[src/rtl/wave_player_if.sv]
// wave_player_if: controller handshake, waveform-memory read port and sample stream of wave_player
//   start/busy/addr_i/wait_i/ctrl_i/qsel_i : entry request from the queue controller
//   mem_en/mem_addr/mem_dout                : waveform memory read port (2-cycle read latency)
//   m_axis_tdata/m_axis_tvalid/gate_o/qsel_o: sample stream toward the DAC datapath
interface wave_player_if #(
    parameter int N = 12,
    parameter int B = 32
);
    logic         start;
    logic         busy;
    logic [31:0]  addr_i;
    logic [31:0]  wait_i;
    logic [7:0]   ctrl_i;
    logic [7:0]   qsel_i;
    logic         mem_en;
    logic [N-1:0] mem_addr;
    logic [B-1:0] mem_dout;
    logic [B-1:0] m_axis_tdata;
    logic         m_axis_tvalid;
    logic         gate_o;
    logic [7:0]   qsel_o;
    modport slave (
        input  start, addr_i, wait_i, ctrl_i, qsel_i, mem_dout,
        output busy, mem_en, mem_addr, m_axis_tdata, m_axis_tvalid, gate_o, qsel_o
    );
    modport master (
        output start, addr_i, wait_i, ctrl_i, qsel_i, mem_dout,
        input  busy, mem_en, mem_addr, m_axis_tdata, m_axis_tvalid, gate_o, qsel_o
    );
endinterface

[src/rtl/wave_player.sv]
// wave_player: plays one queue entry (delay, then L samples from base, one-shot or periodic) as a sample stream
//   clk, rstn : clock, asynchronous active-low reset
//   bus       : wave_player_if.slave (controller handshake, memory read port, sample stream)
module wave_player #(
    parameter int N = 12,
    parameter int B = 32
) (
    input  logic         clk,
    input  logic         rstn,
    wave_player_if.slave bus
);
    typedef enum logic [2:0] {IDLE, DELAY, PLAY, DRAIN, LOOP} state_t;
    state_t       r_state;
    logic [N-1:0] r_base;
    logic [N-1:0] r_mem_addr;
    logic [15:0]  r_len;
    logic [15:0]  r_idx;
    logic [31:0]  r_cnt;
    logic         r_per;
    logic         r_oe;
    logic         r_busy;
    logic         r_mem_en;
    logic [1:0]   r_v;
    logic [1:0]   r_e;
    logic [B-1:0] r_tdata;
    logic         r_tvalid;
    logic         r_gate;
    logic [7:0]   r_qsel;
    logic         w_accept;
    logic         w_last;
    assign w_accept = bus.start && (r_state == IDLE || r_state == LOOP);
    assign w_last   = (r_idx == r_len - 16'd1);
    always_ff @(posedge clk or negedge rstn) begin
        if (!rstn) begin
            r_state    <= IDLE;
            r_base     <= '0;
            r_mem_addr <= '0;
            r_len      <= '0;
            r_idx      <= '0;
            r_cnt      <= '0;
            r_per      <= 1'b0;
            r_oe       <= 1'b0;
            r_busy     <= 1'b0;
            r_mem_en   <= 1'b0;
            r_v        <= '0;
            r_e        <= '0;
            r_tdata    <= '0;
            r_tvalid   <= 1'b0;
            r_gate     <= 1'b0;
            r_qsel     <= '0;
        end else begin
            r_tvalid <= 1'b1;
            // valid and output-enable travel with each read so in-flight samples keep their own entry's gating
            r_v      <= {r_v[0], r_mem_en};
            r_e      <= {r_e[0], r_mem_en & r_oe};
            r_gate   <= r_v[1];
            r_tdata  <= r_e[1] ? bus.mem_dout : '0;
            if (w_accept) begin
                r_base     <= bus.addr_i[N-1:0];
                r_mem_addr <= bus.addr_i[N-1:0];
                r_len      <= bus.addr_i[31:16];
                r_per      <= bus.ctrl_i[0];
                r_oe       <= bus.ctrl_i[1];
                r_qsel     <= bus.qsel_i;
                r_idx      <= '0;
                r_busy     <= 1'b1;
                r_mem_en   <= 1'b0;
                if (bus.wait_i != 32'd0) begin
                    r_state <= DELAY;
                    r_cnt   <= bus.wait_i - 32'd1;
                end else if (bus.addr_i[31:16] != 16'd0) begin
                    r_state  <= PLAY;
                    r_mem_en <= 1'b1;
                end else begin
                    r_state <= DRAIN;
                    r_cnt   <= 32'd2;
                end
            end else begin
                case (r_state)
                    DELAY: begin
                        if (r_cnt != 32'd0) begin
                            r_cnt <= r_cnt - 32'd1;
                        end else if (r_len != 16'd0) begin
                            r_state    <= PLAY;
                            r_mem_en   <= 1'b1;
                            r_mem_addr <= r_base;
                        end else begin
                            r_state <= DRAIN;
                            r_cnt   <= 32'd2;
                        end
                    end
                    PLAY, LOOP: begin
                        if (w_last) begin
                            r_idx      <= '0;
                            r_mem_addr <= r_base;
                            if (r_per) begin
                                r_state <= LOOP;
                                r_busy  <= 1'b0;
                            end else begin
                                r_state  <= DRAIN;
                                r_mem_en <= 1'b0;
                                r_cnt    <= 32'd2;
                            end
                        end else begin
                            r_idx      <= r_idx + 16'd1;
                            r_mem_addr <= r_mem_addr + N'(1);
                        end
                    end
                    DRAIN: begin
                        if (r_cnt == 32'd0) begin
                            r_state <= IDLE;
                            r_busy  <= 1'b0;
                        end else begin
                            r_cnt <= r_cnt - 32'd1;
                        end
                    end
                    default: ;
                endcase
            end
        end
    end
    assign bus.busy          = r_busy;
    assign bus.mem_en        = r_mem_en;
    assign bus.mem_addr      = r_mem_addr;
    assign bus.m_axis_tdata  = r_tdata;
    assign bus.m_axis_tvalid = r_tvalid;
    assign bus.gate_o        = r_gate;
    assign bus.qsel_o        = r_qsel;
endmodule

[src/flat_wrapper.sv]
// flat-port wrapper written by rule: the top's interface ports become plain ports
module wave_player_flat 
#(
    parameter int N = 12,
    parameter int B = 32
)
  (clk, rstn, bus_start, bus_addr_i, bus_wait_i, bus_ctrl_i, bus_qsel_i, bus_mem_dout, bus_busy, bus_mem_en, bus_mem_addr, bus_m_axis_tdata, bus_m_axis_tvalid, bus_gate_o, bus_qsel_o);
  wave_player_if #(.N(N), .B(B)) bus_i ();
  input  logic clk;
  input  logic rstn;
  input wire logic [$bits(bus_i.start)-1:0] bus_start;
  input wire logic [$bits(bus_i.addr_i)-1:0] bus_addr_i;
  input wire logic [$bits(bus_i.wait_i)-1:0] bus_wait_i;
  input wire logic [$bits(bus_i.ctrl_i)-1:0] bus_ctrl_i;
  input wire logic [$bits(bus_i.qsel_i)-1:0] bus_qsel_i;
  input wire logic [$bits(bus_i.mem_dout)-1:0] bus_mem_dout;
  output wire logic [$bits(bus_i.busy)-1:0] bus_busy;
  output wire logic [$bits(bus_i.mem_en)-1:0] bus_mem_en;
  output wire logic [$bits(bus_i.mem_addr)-1:0] bus_mem_addr;
  output wire logic [$bits(bus_i.m_axis_tdata)-1:0] bus_m_axis_tdata;
  output wire logic [$bits(bus_i.m_axis_tvalid)-1:0] bus_m_axis_tvalid;
  output wire logic [$bits(bus_i.gate_o)-1:0] bus_gate_o;
  output wire logic [$bits(bus_i.qsel_o)-1:0] bus_qsel_o;
  assign bus_i.start = bus_start;
  assign bus_i.addr_i = bus_addr_i;
  assign bus_i.wait_i = bus_wait_i;
  assign bus_i.ctrl_i = bus_ctrl_i;
  assign bus_i.qsel_i = bus_qsel_i;
  assign bus_i.mem_dout = bus_mem_dout;
  assign bus_busy = bus_i.busy;
  assign bus_mem_en = bus_i.mem_en;
  assign bus_mem_addr = bus_i.mem_addr;
  assign bus_m_axis_tdata = bus_i.m_axis_tdata;
  assign bus_m_axis_tvalid = bus_i.m_axis_tvalid;
  assign bus_gate_o = bus_i.gate_o;
  assign bus_qsel_o = bus_i.qsel_o;
  wave_player #(.N(N), .B(B)) u_core (.clk(clk), .rstn(rstn), .bus(bus_i));
endmodule
[config.mk]
export PLATFORM = sky130hd
export DESIGN_NAME = wave_player_flat
export DESIGN_NICKNAME = d
export VERILOG_FILES = /design/src/rtl/wave_player_if.sv /design/src/rtl/wave_player.sv /design/src/flat_wrapper.sv
export SDC_FILE = /design/constraint.sdc
export NUM_CORES = 1
export LEC_CHECK = 0
export CAP_MARGIN = 20
export CORE_MARGIN = 1
export CORE_UTILIZATION = 56
export DETAILED_ROUTE_END_ITERATION = 12
export GPL_TIMING_DRIVEN = 0
export PLACE_DENSITY = 0.88
export SYNTH_ARGS = -nofsm -noshare
export SYNTH_HDL_FRONTEND = slang
export SYNTH_SLANG_ARGS = --single-unit
[constraint.sdc]
create_clock -name clk -period 9.8 [get_ports clk]
set_clock_uncertainty 0.1 [all_clocks]
set_input_delay 0.98 -clock clk [delete_from_list [all_inputs] [get_ports clk]]
set_output_delay 0.98 -clock clk [all_outputs]
set_load 0.03 [all_outputs]
# After elaboration in Yosys (flattened, before gate mapping)
# Cells that the tools add are included.
classes:
  n_addsub: 5
  n_eq_ne: 14
  muxes: 40
  bitwise_logic: 1
  reduce_logical: 18
op_table:
  columns: ["cell", "n"]
  rows:
  - ["$mux 32", 9]
  - ["$pmux 32 s3", 1]
  - ["$reduce_bool 32->1", 2]
  - ["$sub 32x1->32 const B", 2]
  - ["$mux 12", 4]
  - ["$mux 16", 3]
  - ["$logic_not 32->1", 1]
  - ["$reduce_bool 16->1", 2]
  - ["$pmux 12 s2", 1]
  - ["$mux 3", 6]
  - ["$add 16x1->16 const B", 1]
  - ["$eq 16x16->1", 1]
  - ["$sub 16x1->16 const B", 1]
  - ["$mux 1", 13]
  - ["$add 12x1->12 const B", 1]
  - ["$ne 3x1->1 const B", 4]
  - ["$pmux 3 s3", 1]
  - ["$reduce_and 4->1", 2]
  - ["$eq 3x2->1 const B", 2]
  - ["$ne 3x2->1 const B", 2]
  - ["$ne 3x3->1 const B", 2]
  - ["$reduce_and 6->1", 1]
  - ["$reduce_bool 3->1", 2]
  - ["$reduce_and 5->1", 1]
  - ["12 further kinds", 13]
totals:
  ff_bits: 141
  inputBits: 115
  out_inout_bits: 56
  word_cells: 94

# Longest topological paths before layout
logic_depth:
  ltp_word: 5
  ltp_mapped: 13
  mapped_depth_nobuf: 10

# Least setup slack after synthesis
# No wires, ideal clock.
synth_timing:
  path_kind: "in2reg"
  start: "input bus_wait_i[14]"
  end: "register u_core.r_cnt[10]"
  setup_ns: 0.129
  t_arrival_ns: 3.540
  t_required_ns: 9.571
  slack_ns: 6.031
  path_stages: 11
  n_path_buf: 3
  cell_sequence: "or4_1 > or4b_1 > or3_1 > nor3_1 > and3_1 > or2_1 > buf_6 > or2_1 > buf_6 > buf_4 > o21ai_1"
synth_via:
  elab_chain_cells: 3
  word_cells_on_any_way: 5
  cone_classes: "eq/ne (1); mux (2); reduce/logical (2)"
synth_lines:
  columns: ["element", "line", "rtl"]
  rows:
  - ["start: declaration", "flat_wrapper.sv:13", "input wire logic [$bits(bus_i.wait_i)-1:0] bus_wait_i;"]
  - ["$reduce_bool 32->1 (*)", "wave_player.sv:68", "if (bus.wait_i != 32'd0) begin"]
  - ["$ne 3x3->1 (no source line) or $mux 32 (tied branches)", null, null]
  - ["$reduce_and 6->1 (no source line) or $mux 32 (tied branches)", null, null]
  - ["end signal: assignment", "wave_player.sv:70", "r_cnt <= bus.wait_i - 32'd1;"]
  - ["end signal: assignment", "wave_player.sv:82", "r_cnt <= r_cnt - 32'd1;"]
  - ["end signal: assignment", "wave_player.sv:114", "r_cnt <= r_cnt - 32'd1;"]
  - ["end: declaration", "wave_player.sv:18", "logic [31:0] r_cnt;"]
# Every way passes the cells marked *; elsewhere a longest branch is shown, timed or not.
# A chain may end at the register's enable or synchronous reset.

# Worst setup path in the final report
layout_timing:
  start: "input bus_wait_i[12]"
  end: "register u_core.r_cnt[17]"
layout_via:
  elab_chain_cells: 3
  word_cells_on_any_way: 6
  cone_classes: "add/sub (1); eq/ne (1); mux (2); reduce/logical (2)"
layout_lines:
  columns: ["element", "line"]
  rows:
  - ["$sub 32x1->32 or $reduce_bool 32->1 (tied branches)", "wave_player.sv:70, wave_player.sv:68"]
  - ["$mux 32 or $ne 3x3->1 (tied branches)", null]
  - ["$mux 32 or $reduce_and 6->1 (tied branches)", null]
# Several ways; a longest one is shown, not always the timed one.

==> results.txt <==
CTS root buf = clkbuf_16
Hold Path Class = reg -> reg
ANT cells = 0
grt ovf = 0
Antenna Nets Post-Route = 0
clock buffer depth = 2
Post-Syn Area = 0.00785 mm2
Most used DFF post-synth = dfrtp_1
leak pwr = 4.43 nW
nature of the critical path endpoint = register
post-CTS sizing = 0
sequential element share of the synthesized area = 44.9%
Starting Density = 58.4%
Critical Path Start Type = input pin
DR vias/cell = 6.07
GR Layer Usage met2 = 51.5%
maximum VDD drop = 0.211 mV
Required @ worst endpoint = 10.01 ns
Avg WL per Cell = 17.5 um
number of vias in the routed layout = 7701
ys async rst share = 100%
largest stage delay on the critical path = 0.59 ns
DRC = 0
Fin Setup TNS = 0 ns
critical path depth = 12
CTS Buf Count = 17
CP max FO = 10
Final Util = 76.7%
Buf+Inv Stages, Crit Path = 4
CTS Sinks = 141
port bufs = 160
Die Span X = 120 um
synth top area cells = dfrtp_1, nand2_1, nor2_1
yosys warns = 0
antenna violations before repair = 0
CTS tree = yes
vias in the first global route = 7456
setup ws final = 5.46 ns
filler cell count = 922
Hold Buf Count CTS = 0
net count of the mapped netlist = 1021
Synth Area per Inst = 8.73 um2
Slew Limit Fails = 0
hold path cells = 0
pre-CTS WS = 5.05 ns
Achievable Freq = 0.231 GHz
Reg clk slew, reported paths = 0.07 ns
Tmin final = 4.34 ns
CP Class = in -> reg
status = finished clean
# rows = 42
Layout Nets = 1201
CORE AREA = 0.0135 mm2
htree depth = 4
Max transition margin = 34.4%
final hold viol count = 0
register bit total from synthesis = 141
routed wire length = 22.2 mm
FF-to-FF path depth = 8
commonest cells in the netlist = nand2_1, dfrtp_1, nor2_1
First-pass DRT Iterations = 6
Clk Latency, worst-skew pair = 0.43 ns
Cells after DPL = 1236
met3 GRT Util = 6.42%
area grow syn2layout = 31.5%
top cell family by delay on the critical path = simple AND/OR/NAND/NOR gates
Arr. time, crit path = 4.55 ns
max cap viols = 0
final number of setup-violating endpoints = 0
setup bufs post-CTS = 0
leading area contributor after synthesis = dfrtp_1
EDFF count, synth = 0
HPWL Detailed = 15.7 mm
period utilization = 44.2%
io pins = 171
total die area = 0.0145 mm2
PD cells = 305 mW/mm2
Crit-path slowest cell = or4_1
starting DRC count in detailed routing = 815
worst hold margin = 0.250 ns
largest net degree at the start of global routing = 100
library cells used by synthesis = 60
Synth top area share = 44.9%
GR peak layer = met2
worst-margin pin slew = 0.984 ns
GPL Wtd Cong = 0.934
Die Ht = 120 um
final cell count without fillers = 1268
most common cell in the netlist = nand2_1
GR Util All Layers = 31.9%
Mapped Cells = 899
global-route wire length before repair = 36.2 mm
Global Route met1 Usage = 41.7%
worst-path cell chain = clkdlybuf4s50_1, or4_1, or4b_1, or3_1, nor3_1, and3_1, or2_1, buf_6, or2_1, buf_6, buf_4, o21ai_1
RSZ-0062 raised after global routing = false
share of layout cells above drive strength 1 = 4.95%
[kinds of logic after synthesis]
kind of cell,share of synthesized area [%]
other cells,0.0478
buf+inv,2.92
flops,44.9
mux,2.39
compound gates,16.4
xor+xnor,6.36
fa+ha+maj,1.12
simple gates,25.8
[layer usage]
layer	wire (um)	vias up	share of wire, %
li1	-	3579	-
met1	9180	3639	41
met2	10700	411	48
met3	1680	72	7.6
met4	644	0	2.9
met5	0	-	0
[cell type report]
class                      instances  area (um2)  share of cell area [%]
clock inverter                    14         181                    1.76
sequential                       141        3530                    34.2
buffer                            42         191                    1.85
clock buffer                      18         439                    4.26
inverter                          10        37.5                   0.364
timing repair buffer             161        1630                    15.8
tap                              176         220                    2.13
multi-input combinational        706        4090                    39.7
[worst register-to-register path, stage by stage, from the launching register on]
cell	delay, ns
dfrtp_1	0.41
nor4_1	0.60
nand3_1	0.41
or4_1	0.68
nor4b_4	0.64
nor2_1	0.31
clkbuf_1	0.33
a21oi_1	0.23
o21ai_0	0.12
[where the power goes]
part / internal [W] / switching (W)
sequential: 0.000777 / 0.000177
clock: 0.000411 / 0.000264
combinational: 0.000574 / 0.000940
[cell usage in the layout, fill, tap and decap left out, types with 6 or more instances in the layout]
cell,instances
a211oi_1,10
a21oi_1,38
a22oi_1,10
a31oi_1,9
and2_1,36
and3_1,12
clkbuf_1,33
clkbuf_16,17
clkdlybuf4s50_1,159
dfrtp_1,141
ha_1,7
inv_1,10
mux2_2,6
mux2i_1,12
nand2_1,171
nand2b_1,7
nand3_1,20
nand4_1,8
nor2_1,69
nor3_1,30
nor4_1,22
o21ai_0,49
o21ai_1,22
o31ai_1,32
or3_1,8
or4_1,10
xnor2_1,28
xor2_1,29
[registers in the layout, indices dropped and copies added (netlist names), 2 cells and up]
register	flops
u_core.bus.qsel_o	8
u_core.r_idx	16
u_core.bus.mem_addr	12
u_core.bus.m_axis_tdata	32
u_core.r_state	3
u_core.r_e	2
u_core.r_cnt	32
u_core.r_base	12
u_core.r_v	2
u_core.r_len	16
[final timing paths]
kind / from / slack [ns] / end
hold / removal: u_core.r_v[1] / 0.25 / u_core.bus.gate_o
setup / recovery: bus_wait_i[12] / 5.46 / u_core.r_cnt[17]
max in group asynchronous: rstn / 8.43 / u_core.r_idx[9]
hold reg to reg: u_core.r_v[1] / 0.25 / u_core.bus.gate_o
setup reg to reg: u_core.r_cnt[10] / 5.83 / u_core.bus.mem_addr[9]
min in group asynchronous: rstn / 0.36 / u_core.r_base[7]
[stage by stage]
step	instance area, um2	total power (W)
after floorplan	7850	0.00192
after global placement	9670	0.00238
after detailed placement	9700	0.00242
after CTS	10300	0.00312
after global routing	10300	0.00332
final	10300	0.00314
Note: power is estimated with default switching activity, not from simulation.
